**config.mk**
```make
export PLATFORM = sky130hd
export DESIGN_NAME = csr_apb_regfile
export DESIGN_NICKNAME = d
export VERILOG_FILES = /design/src/rtl/csr_apb_regfile.sv
export SDC_FILE = /design/constraint.sdc
export NUM_CORES = 1
export LEC_CHECK = 0
export BUFFER_PORTS_ARGS = -buffer_cell sky130_fd_sc_hd__buf_2
export CAP_MARGIN = 20
export CORE_ASPECT_RATIO = 0.75
export CORE_MARGIN = 3
export CORE_UTILIZATION = 58
export CTS_CLUSTER_DIAMETER = 120
export DETAILED_ROUTE_END_ITERATION = 8
export PLACE_DENSITY = 0.94
export SLEW_MARGIN = 15
export SYNTH_ARGS = -nofsm -noshare
export SYNTH_HDL_FRONTEND = slang
export SYNTH_SLANG_ARGS = --single-unit
```
**constraint.sdc**
```tcl
create_clock -name clk -period 3.6 [get_ports clk]
set_input_delay 0.36 -clock clk [delete_from_list [all_inputs] [get_ports clk]]
set_output_delay 0.36 -clock clk [all_outputs]
set_load 0.02 [all_outputs]
```
**src/rtl/csr_apb_regfile.sv**
```systemverilog
`default_nettype none
// ============================================================================
// Module      : csr_apb_regfile
// Description : APB slave register file in front of the ALU command/result
//               FIFOs. Holds an op/id control word plus NUM_OPERANDS operand
//               registers and launches them as one command over a
//               valid/ready handshake. Results are prefetched into a RESULT
//               register that is popped by a read. Adds sticky W1C error
//               flags and a registered interrupt.
// Revision    : 1.0 - initial release
// ============================================================================
module csr_apb_regfile #(
  parameter int APB_BUS_SIZE   = 32,
  parameter int ADDR_W         = 8,
  parameter int NUM_OPERANDS   = 2,
  parameter int DATA_SIZE      = 16,
  parameter int OPERATION_BIT  = 1,
  parameter int OPERATION_SIZE = 2,
  parameter int ID_BIT         = 8,
  parameter int ID_SIZE        = 8,
  parameter int FIFO_OUT_WIDTH = 25,
  parameter int CMD_W          = NUM_OPERANDS*DATA_SIZE + ID_SIZE + OPERATION_SIZE
) (
  input  logic                      clk,
  input  logic                      rst_n,
  input  logic                      psel,
  input  logic                      penable,
  input  logic                      pwrite,
  input  logic [ADDR_W-1:0]         paddr,
  input  logic [APB_BUS_SIZE-1:0]   pwdata,
  output logic [APB_BUS_SIZE-1:0]   prdata,
  output logic                      pready,
  output logic                      pslverr,
  output logic                      cmd_valid,
  input  logic                      cmd_ready,
  output logic [CMD_W-1:0]          cmd_data,
  input  logic                      res_valid,
  output logic                      res_ready,
  input  logic [FIFO_OUT_WIDTH-1:0] res_data,
  input  logic                      fifo_in_full,
  input  logic                      fifo_out_empty,
  output logic                      irq
);

  // Word indices of the register map (byte address >> 2).
  localparam int c_IDX_W         = ADDR_W - 2;
  localparam int c_IDX_CTRL      = 0;
  localparam int c_IDX_STATUS    = 1;
  localparam int c_IDX_ERR       = 2;
  localparam int c_IDX_RESULT    = 3;
  localparam int c_IDX_DATA_BASE = 4;

  typedef enum logic [0:0] {
    ST_IDLE    = 1'b0,
    ST_PENDING = 1'b1
  } state_t;

  state_t                       r_state;
  state_t                       w_state_nxt;

  logic [OPERATION_SIZE-1:0]    r_op;
  logic [ID_SIZE-1:0]           r_id;
  logic                         r_irq_en;
  logic [APB_BUS_SIZE-1:0]      r_data [NUM_OPERANDS];
  logic [3:0]                   r_err;
  logic [FIFO_OUT_WIDTH-1:0]    r_res;
  logic                         r_res_full;
  logic                         r_rd_snap;
  logic                         r_in_full_q;
  logic                         r_out_empty_q;
  logic [APB_BUS_SIZE-1:0]      r_prdata;
  logic                         r_irq;

  logic                         w_setup;
  logic                         w_access;
  logic                         w_wr;
  logic                         w_rd;
  logic [c_IDX_W-1:0]           w_idx;
  logic [31:0]                  w_idx32;
  logic                         w_is_ctrl;
  logic                         w_is_status;
  logic                         w_is_err;
  logic                         w_is_result;
  logic [NUM_OPERANDS-1:0]      w_data_hit;
  logic                         w_is_data;
  logic                         w_unmapped;
  logic                         w_busy;
  logic                         w_ctrl_wr;
  logic                         w_data_wr;
  logic                         w_blocked;
  logic                         w_pop;
  logic [3:0]                   w_err_set;
  logic [3:0]                   w_err_clr;
  logic [APB_BUS_SIZE-1:0]      w_rdata;
  logic                         w_unused;

  // --------------------------------------------------------------------------
  // Address decode and access qualification
  // --------------------------------------------------------------------------
  assign w_setup     = psel & ~penable;
  assign w_access    = psel & penable;
  assign w_wr        = w_access & pwrite;
  assign w_rd        = w_access & ~pwrite;
  assign w_idx       = paddr[ADDR_W-1:2];
  assign w_idx32     = 32'(w_idx);
  assign w_is_ctrl   = (w_idx32 == 32'(c_IDX_CTRL));
  assign w_is_status = (w_idx32 == 32'(c_IDX_STATUS));
  assign w_is_err    = (w_idx32 == 32'(c_IDX_ERR));
  assign w_is_result = (w_idx32 == 32'(c_IDX_RESULT));

  // One-hot hit on the implemented operand registers only.
  always_comb begin
    w_data_hit = '0;
    for (int k = 0; k < NUM_OPERANDS; k++) begin
      w_data_hit[k] = (w_idx32 == 32'(c_IDX_DATA_BASE + k));
    end
  end

  assign w_is_data  = |w_data_hit;
  assign w_unmapped = ~(w_is_ctrl | w_is_status | w_is_err | w_is_result | w_is_data);

  assign w_busy     = (r_state == ST_PENDING);
  assign w_ctrl_wr  = w_wr & w_is_ctrl;
  assign w_data_wr  = w_wr & w_is_data;
  assign w_blocked  = w_busy & (w_ctrl_wr | w_data_wr);

  // The pop only consumes a result that was actually returned at setup time,
  // so a capture landing between setup and access is never silently lost.
  assign w_pop      = w_rd & w_is_result & r_rd_snap;

  assign w_err_set[0] = w_ctrl_wr & w_busy & pwdata[0];
  assign w_err_set[1] = w_rd & w_is_result & ~r_rd_snap;
  assign w_err_set[2] = w_blocked;
  assign w_err_set[3] = w_access & w_unmapped;
  assign w_err_clr    = (w_wr & w_is_err) ? pwdata[3:0] : 4'b0000;

  assign pready  = 1'b1;
  assign pslverr = w_access & (w_unmapped | w_blocked);
  assign prdata  = r_prdata;
  assign irq     = r_irq;
  assign res_ready = ~r_res_full;

  // --------------------------------------------------------------------------
  // Command FSM
  // --------------------------------------------------------------------------
  // State register; reset drops any pending command without a handshake.
  always_ff @(posedge clk or negedge rst_n) begin
    if (!rst_n) r_state <= ST_IDLE;
    else        r_state <= w_state_nxt;
  end

  // Next-state and cmd_valid decode.
  always_comb begin
    w_state_nxt = r_state;
    cmd_valid   = 1'b0;
    case (r_state)
      ST_IDLE: begin
        if (w_ctrl_wr && pwdata[0]) w_state_nxt = ST_PENDING;
      end
      ST_PENDING: begin
        cmd_valid = 1'b1;
        if (cmd_ready) w_state_nxt = ST_IDLE;
      end
      default: w_state_nxt = ST_IDLE;
    endcase
  end

  // Control fields update on any CTRL write accepted while idle.
  always_ff @(posedge clk or negedge rst_n) begin
    if (!rst_n) begin
      r_op     <= '0;
      r_id     <= '0;
      r_irq_en <= 1'b0;
    end else if (w_ctrl_wr && !w_busy) begin
      r_op     <= pwdata[OPERATION_BIT +: OPERATION_SIZE];
      r_id     <= pwdata[ID_BIT +: ID_SIZE];
      r_irq_en <= pwdata[APB_BUS_SIZE-1];
    end
  end

  // Operand registers, frozen while a command is pending.
  always_ff @(posedge clk or negedge rst_n) begin
    if (!rst_n) begin
      for (int k = 0; k < NUM_OPERANDS; k++) r_data[k] <= '0;
    end else if (w_data_wr && !w_busy) begin
      for (int k = 0; k < NUM_OPERANDS; k++) begin
        if (w_data_hit[k]) r_data[k] <= pwdata;
      end
    end
  end

  // Command word packing: operands above id above op.
  assign cmd_data[OPERATION_SIZE-1:0]       = r_op;
  assign cmd_data[OPERATION_SIZE +: ID_SIZE] = r_id;
  generate
    for (genvar g = 0; g < NUM_OPERANDS; g++) begin : g_pack
      assign cmd_data[OPERATION_SIZE + ID_SIZE + g*DATA_SIZE +: DATA_SIZE] = r_data[g][DATA_SIZE-1:0];
    end
  endgenerate

  // --------------------------------------------------------------------------
  // Result prefetch, status, errors, interrupt
  // --------------------------------------------------------------------------
  // Capture a result whenever the holding register is empty; a read pops it.
  always_ff @(posedge clk or negedge rst_n) begin
    if (!rst_n) begin
      r_res      <= '0;
      r_res_full <= 1'b0;
    end else if (!r_res_full && res_valid) begin
      r_res      <= res_data;
      r_res_full <= 1'b1;
    end else if (w_pop) begin
      r_res_full <= 1'b0;
    end
  end

  // Remember whether the RESULT value driven at setup was valid.
  always_ff @(posedge clk or negedge rst_n) begin
    if (!rst_n)       r_rd_snap <= 1'b0;
    else if (w_setup) r_rd_snap <= r_res_full;
  end

  // FIFO status flags are registered before being reported.
  always_ff @(posedge clk or negedge rst_n) begin
    if (!rst_n) begin
      r_in_full_q   <= 1'b0;
      r_out_empty_q <= 1'b0;
    end else begin
      r_in_full_q   <= fifo_in_full;
      r_out_empty_q <= fifo_out_empty;
    end
  end

  // Sticky error flags: write-1-to-clear, a same-cycle set wins.
  always_ff @(posedge clk or negedge rst_n) begin
    if (!rst_n) r_err <= 4'b0000;
    else        r_err <= (r_err & ~w_err_clr) | w_err_set;
  end

  // Registered interrupt from pending result (if enabled) or any error.
  always_ff @(posedge clk or negedge rst_n) begin
    if (!rst_n) r_irq <= 1'b0;
    else        r_irq <= (r_irq_en & r_res_full) | (|r_err);
  end

  // --------------------------------------------------------------------------
  // Read path
  // --------------------------------------------------------------------------
  // Read data mux; unmapped and empty RESULT read as zero.
  always_comb begin
    w_rdata = '0;
    if (w_is_ctrl) begin
      w_rdata[0]                                 = w_busy;
      w_rdata[OPERATION_BIT +: OPERATION_SIZE]   = r_op;
      w_rdata[ID_BIT +: ID_SIZE]                 = r_id;
      w_rdata[APB_BUS_SIZE-1]                    = r_irq_en;
    end else if (w_is_status) begin
      w_rdata[3:0] = {r_res_full, w_busy, r_out_empty_q, r_in_full_q};
    end else if (w_is_err) begin
      w_rdata[3:0] = r_err;
    end else if (w_is_result) begin
      if (r_res_full) w_rdata[FIFO_OUT_WIDTH-1:0] = r_res;
    end else begin
      for (int k = 0; k < NUM_OPERANDS; k++) begin
        if (w_data_hit[k]) w_rdata = r_data[k];
      end
    end
  end

  // prdata is loaded in setup, held through access, zero otherwise.
  always_ff @(posedge clk or negedge rst_n) begin
    if (!rst_n)         r_prdata <= '0;
    else if (w_setup)   r_prdata <= pwrite ? '0 : w_rdata;
    else if (!w_access) r_prdata <= '0;
  end

  assign w_unused = ^{1'b0, paddr[1:0]};

endmodule
`default_nettype wire

```
==> Implementation_results.wiki, run 1 <==
{| class="wikitable"
! Metric !! Value
|-
| Number of warnings printed during yosys synthesis || 0
|-
| Commonest cells after routing, fill and taps aside || 148 x sky130_fd_sc_hd__buf_2, 142 x sky130_fd_sc_hd__dfrtp_1, 91 x sky130_fd_sc_hd__mux2_2
|-
| FF+latch count, synth || 142
|-
| First-pass GRT wire length || 25800 um
|-
| Final weighted congestion in routability-driven placement || 0.876
|-
| Syn Nets || 568
|-
| Setup crit end kind || output port
|-
| Headroom to the max-slew limit || 37.0%
|-
| Failing checks || negative hold slack
|-
| Aggregate negative setup slack || 0 ns
|-
| Clock network fraction of total power || a little over two fifths
|-
| Detail Route Antenna Nets || 0
|-
| Yosys top cell area share || 55.3%
|-
| Int Power || between 0.003 and 0.004 W
|-
| Cell at the root of the clock tree || sky130_fd_sc_hd__clkbuf_16
|-
| Sort of element at the start of the critical path || input pin
|-
| Yosys top cell by area || sky130_fd_sc_hd__dfrtp_1
|-
| Hold bufs inserted after CTS || 0
|-
| Peak supply drop || ~0.46 mV
|-
| Number of synthesized flops with an enable pin || 0
|-
| Outcome || complete, but fails checks
|-
| Hold/Removal Path Class || input pin to async pin
|-
| Die W || 128 um
|-
| Overall global routing resource usage || 26.8%
|-
| Part of the total power dissipated in combinational logic || a little over a tenth
|-
| Detailed router's first-iteration violation count || approximately 280
|-
| Netlist Area Pre-Place || 6430 um^2
|-
| Postcts setup bufs || 0
|-
| Die Outline Area || 12400 um^2
|-
| Final Instance Area || 7630 um^2
|-
| Total iterations of the first detailed-routing run || 4
|-
| Setup repair after global routing missed its margin || no
|-
| Starting utilization of the core area || approximately three fifths
|-
| Floorplan die height || 97.2 um
|-
| Final worst-path cycle share || between 60 and 70%
|-
| TritonCTS Sinks || 142
|-
| Startpoint-to-endpoint class of the critical path || input pin to output port
|-
| Fraction of power spent switching nets || 23.9%
|-
| Hold slack final || -0.000334 ns
|-
| Number of violations of the max-capacitance limit || 0
|-
| Routed WL || 16000 um
|-
| Count of buffer and inverter cells on the critical path || 2
|-
| Initial antenna violation count || 0
|-
| Slowest cell on crit path || sky130_fd_sc_hd__or4_1
|-
| Final setup violation count || 0
|-
| Top flip-flop cell by instance count after synthesis || sky130_fd_sc_hd__dfrtp_1
|-
| Clock Skew || 0.00663 ns
|-
| Post-detailed-placement cell area || 7070 um^2
|-
| CTS-repair resized insts || 0
|-
| Number of buffers created by CTS || 17
|-
| Total gr overflow || 0
|-
| TritonCTS clock tree || yes
|-
| Post-detail-place hpwl || 10900 um
|-
| Largest fanout of any net on the critical path || 9
|-
| Synthesis-to-finish area growth || 18.8%
|-
| Detail-routed via count per cell || 6.00
|-
| Final net count || 683
|-
| Average detailed-routed wire length per instance || 21.1 um
|-
| Reported net switching power || 0.000961 W
|-
| Synth area leaders || sky130_fd_sc_hd__dfrtp_1 55%, sky130_fd_sc_hd__mux2_2 16%, sky130_fd_sc_hd__mux2i_1 4.8%
|-
| Clk_lat worst skew || 0.41 ns
|-
| Unique cell type count in the Yosys netlist || 42
|-
| Total number of placement rows || 32
|-
| Worst path cell trace || buf_2 > or4_1 > or3_4 > a21oi_1 > a31o_2 > buf_2
|-
| Vias in the first global route || 4968
|-
| Highest cell delay on the worst timing path || 0.72 ns
|-
| Post-Synthesis Cells || 494
|-
| Proportion of synthesized chip area in sequential cells || 55.3%
|-
| Synthesized area divided by synthesized cell count || approximately 13 um^2
|-
| Pin count of the biggest net entering global routing || 89
|-
| Port buffer count || 149
|-
| Final Hold Violating Endpoints || 3
|-
| Total chip power || 0.00402 W
|-
| Leading cell type in the layout, fill and taps excluded || sky130_fd_sc_hd__buf_2
|-
| Static power due to leakage || ~4.0 nW
|-
| CTS clock-pin slew for the worst setup and hold paths || ~0.06 ns
|-
| Minimum period implied by the final worst setup slack || between 2 and 3 ns
|-
| Power Dens Cells || 527 nW/um^2
|-
| Required time at the worst-slack endpoint || 3.24 ns
|-
| Buffers from clock root to sink, at most || 2
|-
| Transition time of the tightest slew-check pin || around 0.94 ns
|-
| CP Data Arrival Time || ~2.2 ns
|-
| Sequential fraction of design power || 47.4%
|-
| Max Clk Rate || 397 MHz
|-
| Share of final-layout standard cells stronger than drive strength 1 || 47.5%
|-
| Share of async-settable or async-resettable flops after synthesis || 100%
|-
| Number of max-slew violations in the final report || 0
|-
| Boundary Pins || 153
|-
| Total DRC errors in the routed layout || 0
|-
| Most frequent cell on the critical path || sky130_fd_sc_hd__buf_2
|-
| Via count || 4551
|-
| Area of the core || between 10000 and 15000 um^2
|-
| Dominant delay contributor by cell family on the critical path || simple AND/OR/NAND/NOR gates
|-
| H-tree depth || 4
|}
-- layout make-up --
class	instances	area [um^2]
Timing Repair Buffer	159	827
Antenna cell	2	5.00
Clock buffer	24	472
Inverter	4	15.0
Tap cell	136	170
Multi-Input combinational cell	285	2500
Fill cell	734	2900
Clock inverter	7	87.6
Sequential cell	142	3550
-- metal layers --
layer / track usage [%] / vias up / part of all wire, %
met1: 33.5 / 2332 / 41
met3: 8.08 / 22 / 8.0
li1: - / 2005 / -
met2: 44.4 / 192 / 50
met4: 9.32 / 0 / 1.7
met5: 0 / - / 0
-- power groups by stage --
stage                     clock network [W]  logic (W)  registers (W)
after floorplan                           0   0.000303        0.00189
after global placement                    0   0.000417        0.00191
after detailed placement                  0   0.000444        0.00193
after CTS                           0.00169   0.000447        0.00190
after global routing                0.00177   0.000482        0.00193
final                               0.00167   0.000442        0.00191
-- worst paths after layout --
| path | start | end | slack (ns) | cells after the start |
|---|---|---|---|---|
| max | paddr[4] | pslverr | 1.08 | 6 |
| min reg2reg | prdata[29] | prdata[29] | 0.48 | 2 |
| max in group asynchronous | rst_n | prdata[13] | 2.69 | 2 |
| max reg2reg | r_state | r_data[25] | 1.48 | 3 |
| min in group clk | fifo_out_empty | r_out_empty_q | 0.06 | 1 |
| min | rst_n | r_data[51] | -0.0003 | 1 |
-- logic make-up (layout without fill, tap and decap cells) --
| logic type | count (synthesis) | after routing | share of synthesized area (%) |
|---|---|---|---|
| DFF | 142 | 142 | 55.3 |
| muxes | 131 | 131 | 22.9 |
| AOI/OAI and AO/OA | 82 | 82 | 9.87 |
| and+or+nand+nor | 71 | 71 | 5.88 |
| buffers and inverters | 67 | 194 | 6.03 |
| other | 1 | 3 | 0.0583 |
-- cells in the mapped netlist, drive strengths merged, types with 2 or more instances --
master,count
a21o,4
a21oi,10
a221o,10
a22o,13
a2bb2oi,2
a31o,2
and3,8
buf,45
clkbuf,18
dfrtp,142
inv,4
mux2,100
mux2i,31
nand2,22
nand2b,4
nand3,5
nor2,8
nor2b,5
nor3,4
nor4,4
o21ai,12
o22ai,3
o2bb2ai,20
or3,3
or4,3
-- sequential cells by signal, summed over array words and instances (netlist names), 2 cells and up --
register / flops
cmd_data: 32
prdata: 32
r_data: 32
r_res: 25
r_id: 8
r_err: 4
r_op: 2
-- metrics by stage --
step                      util [%]  hold WS, ns  instances  worst slack (ns)
after global placement        67.1        0.455        726              1.06
after detailed placement      67.1        0.470        726              1.03
after global routing          72.5       0.0490        757              1.04
after floorplan                  -       0.0644        494              1.32
after CTS                     72.5       0.0132        757              1.11
final                         72.5    -0.000334        759              1.08
Power figures use the tool's default switching activity.
==> run 2: changes to the inputs <==
--- a/config.mk
+++ b/config.mk
@@ -5,14 +5,15 @@
 export SDC_FILE = /design/constraint.sdc
 export NUM_CORES = 1
 export LEC_CHECK = 0
+export ABC_AREA = 1
 export BUFFER_PORTS_ARGS = -buffer_cell sky130_fd_sc_hd__buf_2
 export CAP_MARGIN = 20
 export CORE_ASPECT_RATIO = 0.75
 export CORE_MARGIN = 3
-export CORE_UTILIZATION = 58
+export CORE_UTILIZATION = 49
 export CTS_CLUSTER_DIAMETER = 120
 export DETAILED_ROUTE_END_ITERATION = 8
-export PLACE_DENSITY = 0.94
+export PLACE_DENSITY = 0.85
 export SLEW_MARGIN = 15
 export SYNTH_ARGS = -nofsm -noshare
 export SYNTH_HDL_FRONTEND = slang
==> constraint.sdc (replaced) <==
create_clock -name clk -period 2.2 [get_ports clk]
set_input_delay 0.22 -clock clk [delete_from_list [all_inputs] [get_ports clk]]
set_output_delay 0.22 -clock clk [all_outputs]
set_load 0.02 [all_outputs]
==> run 2 against run 1 <==
Against the previous run:
- the run now ends clean
- worst setup slack lost 0.48 ns
- first-iteration DRC count grew 62%
- final area grew 4.4%
- critical path depth grew 3
- cell count grew 40%
- via count grew 20%
- combinational power grew 52%
- non-clock buffer count grew 8
- power grew 62%
- synthesized cell count grew 54%
- core utilization shrank 12 points
- critical path type unchanged
- largest power group unchanged
- highest routed layer unchanged
==> Implementation_results.wiki, run 2 <==
{| class="wikitable"
! Metric !! Value
|-
| Outcome || completed (was complete, but fails checks)
|-
| Post-route core utilization || 60.6% (was 72.5%)
|-
| Total iterations of the first detailed-routing run || 5 (was 4)
|-
| Final Hold Violating Endpoints || 0 (was 3)
|-
| Unique cell type count in the Yosys netlist || 34 (was 42)
|-
| Dominant delay contributor by cell family on the critical path || simple AND/OR/NAND/NOR gates (unchanged)
|-
| Area occupied by multi-input gates || 2440 um^2 (was 2500 um^2)
|-
| Aggregate negative setup slack || 0 ns (unchanged)
|-
| Number of violations of the max-capacitance limit || 0 (unchanged)
|-
| Slowest cell on crit path || sky130_fd_sc_hd__nor2_8 (was sky130_fd_sc_hd__or4_1)
|-
| Fillcell total || 1171 (was 734)
|-
| Post-Synthesis Cells || 762 (was 494)
|-
| Floorplan die height || 107 um (was 97.2 um)
|-
| Ant. Diodes || 0 (was 2)
|-
| Hold/Removal Path Class || input pin to register (was input pin to async pin)
|-
| Final setup violation count || 0 (unchanged)
|-
| TritonCTS clock tree || yes (unchanged)
|-
| Area of the core || 13200 um^2 (was 10500 um^2)
|-
| Number of warnings printed during yosys synthesis || 0 (unchanged)
|-
| Peak supply drop || 0.583 mV (was 0.455 mV)
|-
| Setup repair after global routing missed its margin || no (unchanged)
|-
| Die W || 141 um (was 128 um)
|-
| Buffers from clock root to sink, at most || 2 (unchanged)
|-
| Post-detail-place hpwl || 12600 um (was 10900 um)
|-
| Number of synthesized flops with an enable pin || 0 (unchanged)
|-
| Port buffer count || 149 (unchanged)
|-
| Detail Route Antenna Nets || 0 (unchanged)
|-
| Detail-routed via count per cell || 5.16 (was 6.00)
|-
| Final worst-path cycle share || 72.7%
|-
| Ranking of synthesized cells by instance count || 257 x sky130_fd_sc_hd__nand2_1, 142 x sky130_fd_sc_hd__dfrtp_1, 75 x sky130_fd_sc_hd__o21ai_1 (was 142 x sky130_fd_sc_hd__dfrtp_1, 91 x sky130_fd_sc_hd__mux2_2, 33 x sky130_fd_sc_hd__buf_4)
|-
| Worst path cell trace || buf_2 > nor2_8 > nand2_8 > nor2_8 > inv_2 > a21oi_1 > nand2_1 > nand2_1 > buf_2 (was buf_2 > or4_1 > or3_4 > a21oi_1 > a31o_2 > buf_2)
|-
| Final net count || 952 (was 683)
|-
| Total number of placement rows || 36 (was 32)
|-
| CTS-repair resized insts || 0 (unchanged)
|-
| CTS clock-pin slew for the worst setup and hold paths || 0.05 ns (was 0.06 ns)
|-
| Power Dens Cells || 817 nW/um^2 (was 527 nW/um^2)
|-
| Synth area leaders || sky130_fd_sc_hd__dfrtp_1 53%, sky130_fd_sc_hd__nand2_1 14%, sky130_fd_sc_hd__o21ai_1 5.6% (was sky130_fd_sc_hd__dfrtp_1 55%, sky130_fd_sc_hd__mux2_2 16%, sky130_fd_sc_hd__mux2i_1 4.8%)
|-
| Vias in the first global route || 5084 (was 4968)
|-
| Boundary Pins || 153 (unchanged)
|-
| Synthesized area divided by synthesized cell count || 8.76 um^2 (was 13.0 um^2)
|-
| Total DRC errors in the routed layout || 0 (unchanged)
|-
| Pin count of the biggest net entering global routing || 65 (was 89)
|-
| Number of max-slew violations in the final report || 0 (unchanged)
|-
| Sort of element at the start of the critical path || input pin (unchanged)
|-
| FF+latch count, synth || 142 (unchanged)
|-
| Detailed router's first-iteration violation count || 455 (was 281)
|-
| Storage cell area || 3550 um^2 (unchanged)
|-
| Required time at the worst-slack endpoint || 1.98 ns (was 3.24 ns)
|-
| Transition time of the tightest slew-check pin || 0.629 ns (was 0.942 ns)
|-
| Commonest cells after routing, fill and taps aside || 257 x sky130_fd_sc_hd__nand2_1, 148 x sky130_fd_sc_hd__buf_2, 142 x sky130_fd_sc_hd__dfrtp_1 (was 148 x sky130_fd_sc_hd__buf_2, 142 x sky130_fd_sc_hd__dfrtp_1, 91 x sky130_fd_sc_hd__mux2_2)
|-
| Routed WL || 17800 um (was 16000 um)
|-
| Synthesis-to-finish area growth || 19.5% (was 18.8%)
|-
| Share of final-layout standard cells stronger than drive strength 1 || 27.6% (was 47.5%)
|-
| Proportion of synthesized chip area in sequential cells || 53.3% (was 55.3%)
|-
| Yosys top cell by area || sky130_fd_sc_hd__dfrtp_1 (unchanged)
|-
| Syn Nets || 836 (was 568)
|-
| Overall global routing resource usage || 24.4% (was 26.8%)
|-
| Starting utilization of the core area || 50.7% (was 61.0%)
|-
| Total gr overflow || 0 (unchanged)
|-
| Final weighted congestion in routability-driven placement || 0.928 (was 0.876)
|-
| Minimum period implied by the final worst setup slack || 1.60 ns
|-
| Netlist Area Pre-Place || 6670 um^2 (was 6430 um^2)
|-
| Most instantiated library cell after synthesis || sky130_fd_sc_hd__nand2_1 (was sky130_fd_sc_hd__dfrtp_1)
|-
| Clk_lat worst skew || 0.41 ns (about the same)
|-
| TritonCTS Sinks || 142 (unchanged)
|-
| Clock Skew || 0.00876 ns (was 0.00663 ns)
|-
| Leading cell type in the layout, fill and taps excluded || sky130_fd_sc_hd__nand2_1 (was sky130_fd_sc_hd__buf_2)
|-
| CP Data Arrival Time || 1.38 ns (was 2.16 ns)
|-
| Setup crit end kind || output port (unchanged)
|-
| Die Outline Area || 15100 um^2 (was 12400 um^2)
|-
| H-tree depth || 4 (unchanged)
|-
| Top flip-flop cell by instance count after synthesis || sky130_fd_sc_hd__dfrtp_1 (unchanged)
|-
| Share of async-settable or async-resettable flops after synthesis || 100% (unchanged)
|-
| Yosys top cell area share || 53.3% (was 55.3%)
|-
| Highest cell delay on the worst timing path || 0.23 ns (was 0.72 ns)
|-
| Via count || 5474 (was 4551)
|-
| Static power due to leakage || 4.40 nW (was 3.96 nW)
|-
| Largest fanout of any net on the critical path || 9 (unchanged)
|-
| First-pass GRT wire length || 28300 um (was 25800 um)
|-
| Count of buffer and inverter cells on the critical path || 3 (was 2)
|-
| Max Clk Rate || 626 MHz
|-
| Headroom to the max-slew limit || 58.1% (was 37.0%)
|-
| Number of buffers created by CTS || 17 (unchanged)
|-
| Startpoint-to-endpoint class of the critical path || input pin to output port (unchanged)
|-
| Initial antenna violation count || 0 (unchanged)
|-
| Cell at the root of the clock tree || sky130_fd_sc_hd__clkbuf_16 (unchanged)
|-
| Average detailed-routed wire length per instance || 16.8 um (was 21.1 um)
|}
-- run 2: cell types whose count changed in the layout (fill, tap and decap cells not counted), moves of 24 or more --
cell / previous run / this run
sky130_fd_sc_hd__nand2_1: 21 / 257
sky130_fd_sc_hd__o21ai_1: 0 / 75
sky130_fd_sc_hd__mux2_2: 91 / 17
sky130_fd_sc_hd__inv_1: 4 / 55
sky130_fd_sc_hd__mux2i_1: 31 / 0
sky130_fd_sc_hd__nand3_1: 5 / 29
-- run 2: path summary, 6_finish.rpt --
check                              to  slack, ns  cells after the start       start
max in group asynchronous   r_rd_snap       1.17                      3       rst_n
setup / recovery              pslverr       0.60                      9    paddr[7]
hold / removal                r_state       0.03                      2   cmd_ready
hold reg to reg            prdata[19]       0.48                      2  prdata[19]
setup reg to reg           r_data[51]       0.68                      5     r_state
min in group asynchronous   r_res[14]       0.36                      2       rst_n
-- run 2: cell type report --
cell class / count / share of cell area (%)
flip-flops and latches: 142 / 44.6
clock buffers: 22 / 6.08
inverters: 62 / 2.92
repair buffers: 167 / 11.7
clock inverters: 9 / 1.38
multi-input cells: 488 / 30.7
well taps: 171 / 2.68
-- run 2: cells by family after synthesis --
group / Yosys count / share of synthesized area (%)
buffers and inverters: 132 / 10.1
other: 1 / 0.0562
and+or+nand+nor: 322 / 20.7
AOI/OAI and AO/OA: 148 / 13.0
DFF: 142 / 53.3
muxes: 17 / 2.87
-- run 2: timing repair --
action	4_1_cts	5_1_grt
buffers inserted	0	0
endpoints found under the hold margin	64	0
hold buffers	3	0
-- run 2: power by group --
part	switching [W]	total, W	internal [W]
Sequential	0.000127	0.00296	0.00283
Combinational	0.000403	0.000670	0.000267
Clock	0.00109	0.00288	0.00178
Total	0.00162	0.00651	0.00489
-- run 2: through the flow --
stage	instance area [um^2]	hold slack (ns)	setup slack [ns]	total power, W	cells
after floorplan	6670	-0.0756	0.783	0.00340	762
after global placement	7350	0.253	0.350	0.00364	1027
after detailed placement	7350	0.248	0.300	0.00366	1027
after CTS	7970	0.0129	0.586	0.00655	1061
after global routing	7970	0.0110	0.469	0.00678	1061
final	7970	0.0290	0.601	0.00651	1061
-- run 2: worst reg2reg max path: stages (launching register included) --
cell and delay (ns):
sky130_fd_sc_hd__dfrtp_1 0.45, sky130_fd_sc_hd__inv_1 0.19, sky130_fd_sc_hd__nand3_2 0.31, sky130_fd_sc_hd__buf_12 0.31, sky130_fd_sc_hd__nand2_1 0.10, sky130_fd_sc_hd__o21ai_1 0.06
-- run 2: routing by layer --
metal,share of wire (%),GRT usage (%)
met4,1.2,5.81
met3,8.9,6.60
met5,0,0
met1,48,38.0
met2,42,33.6
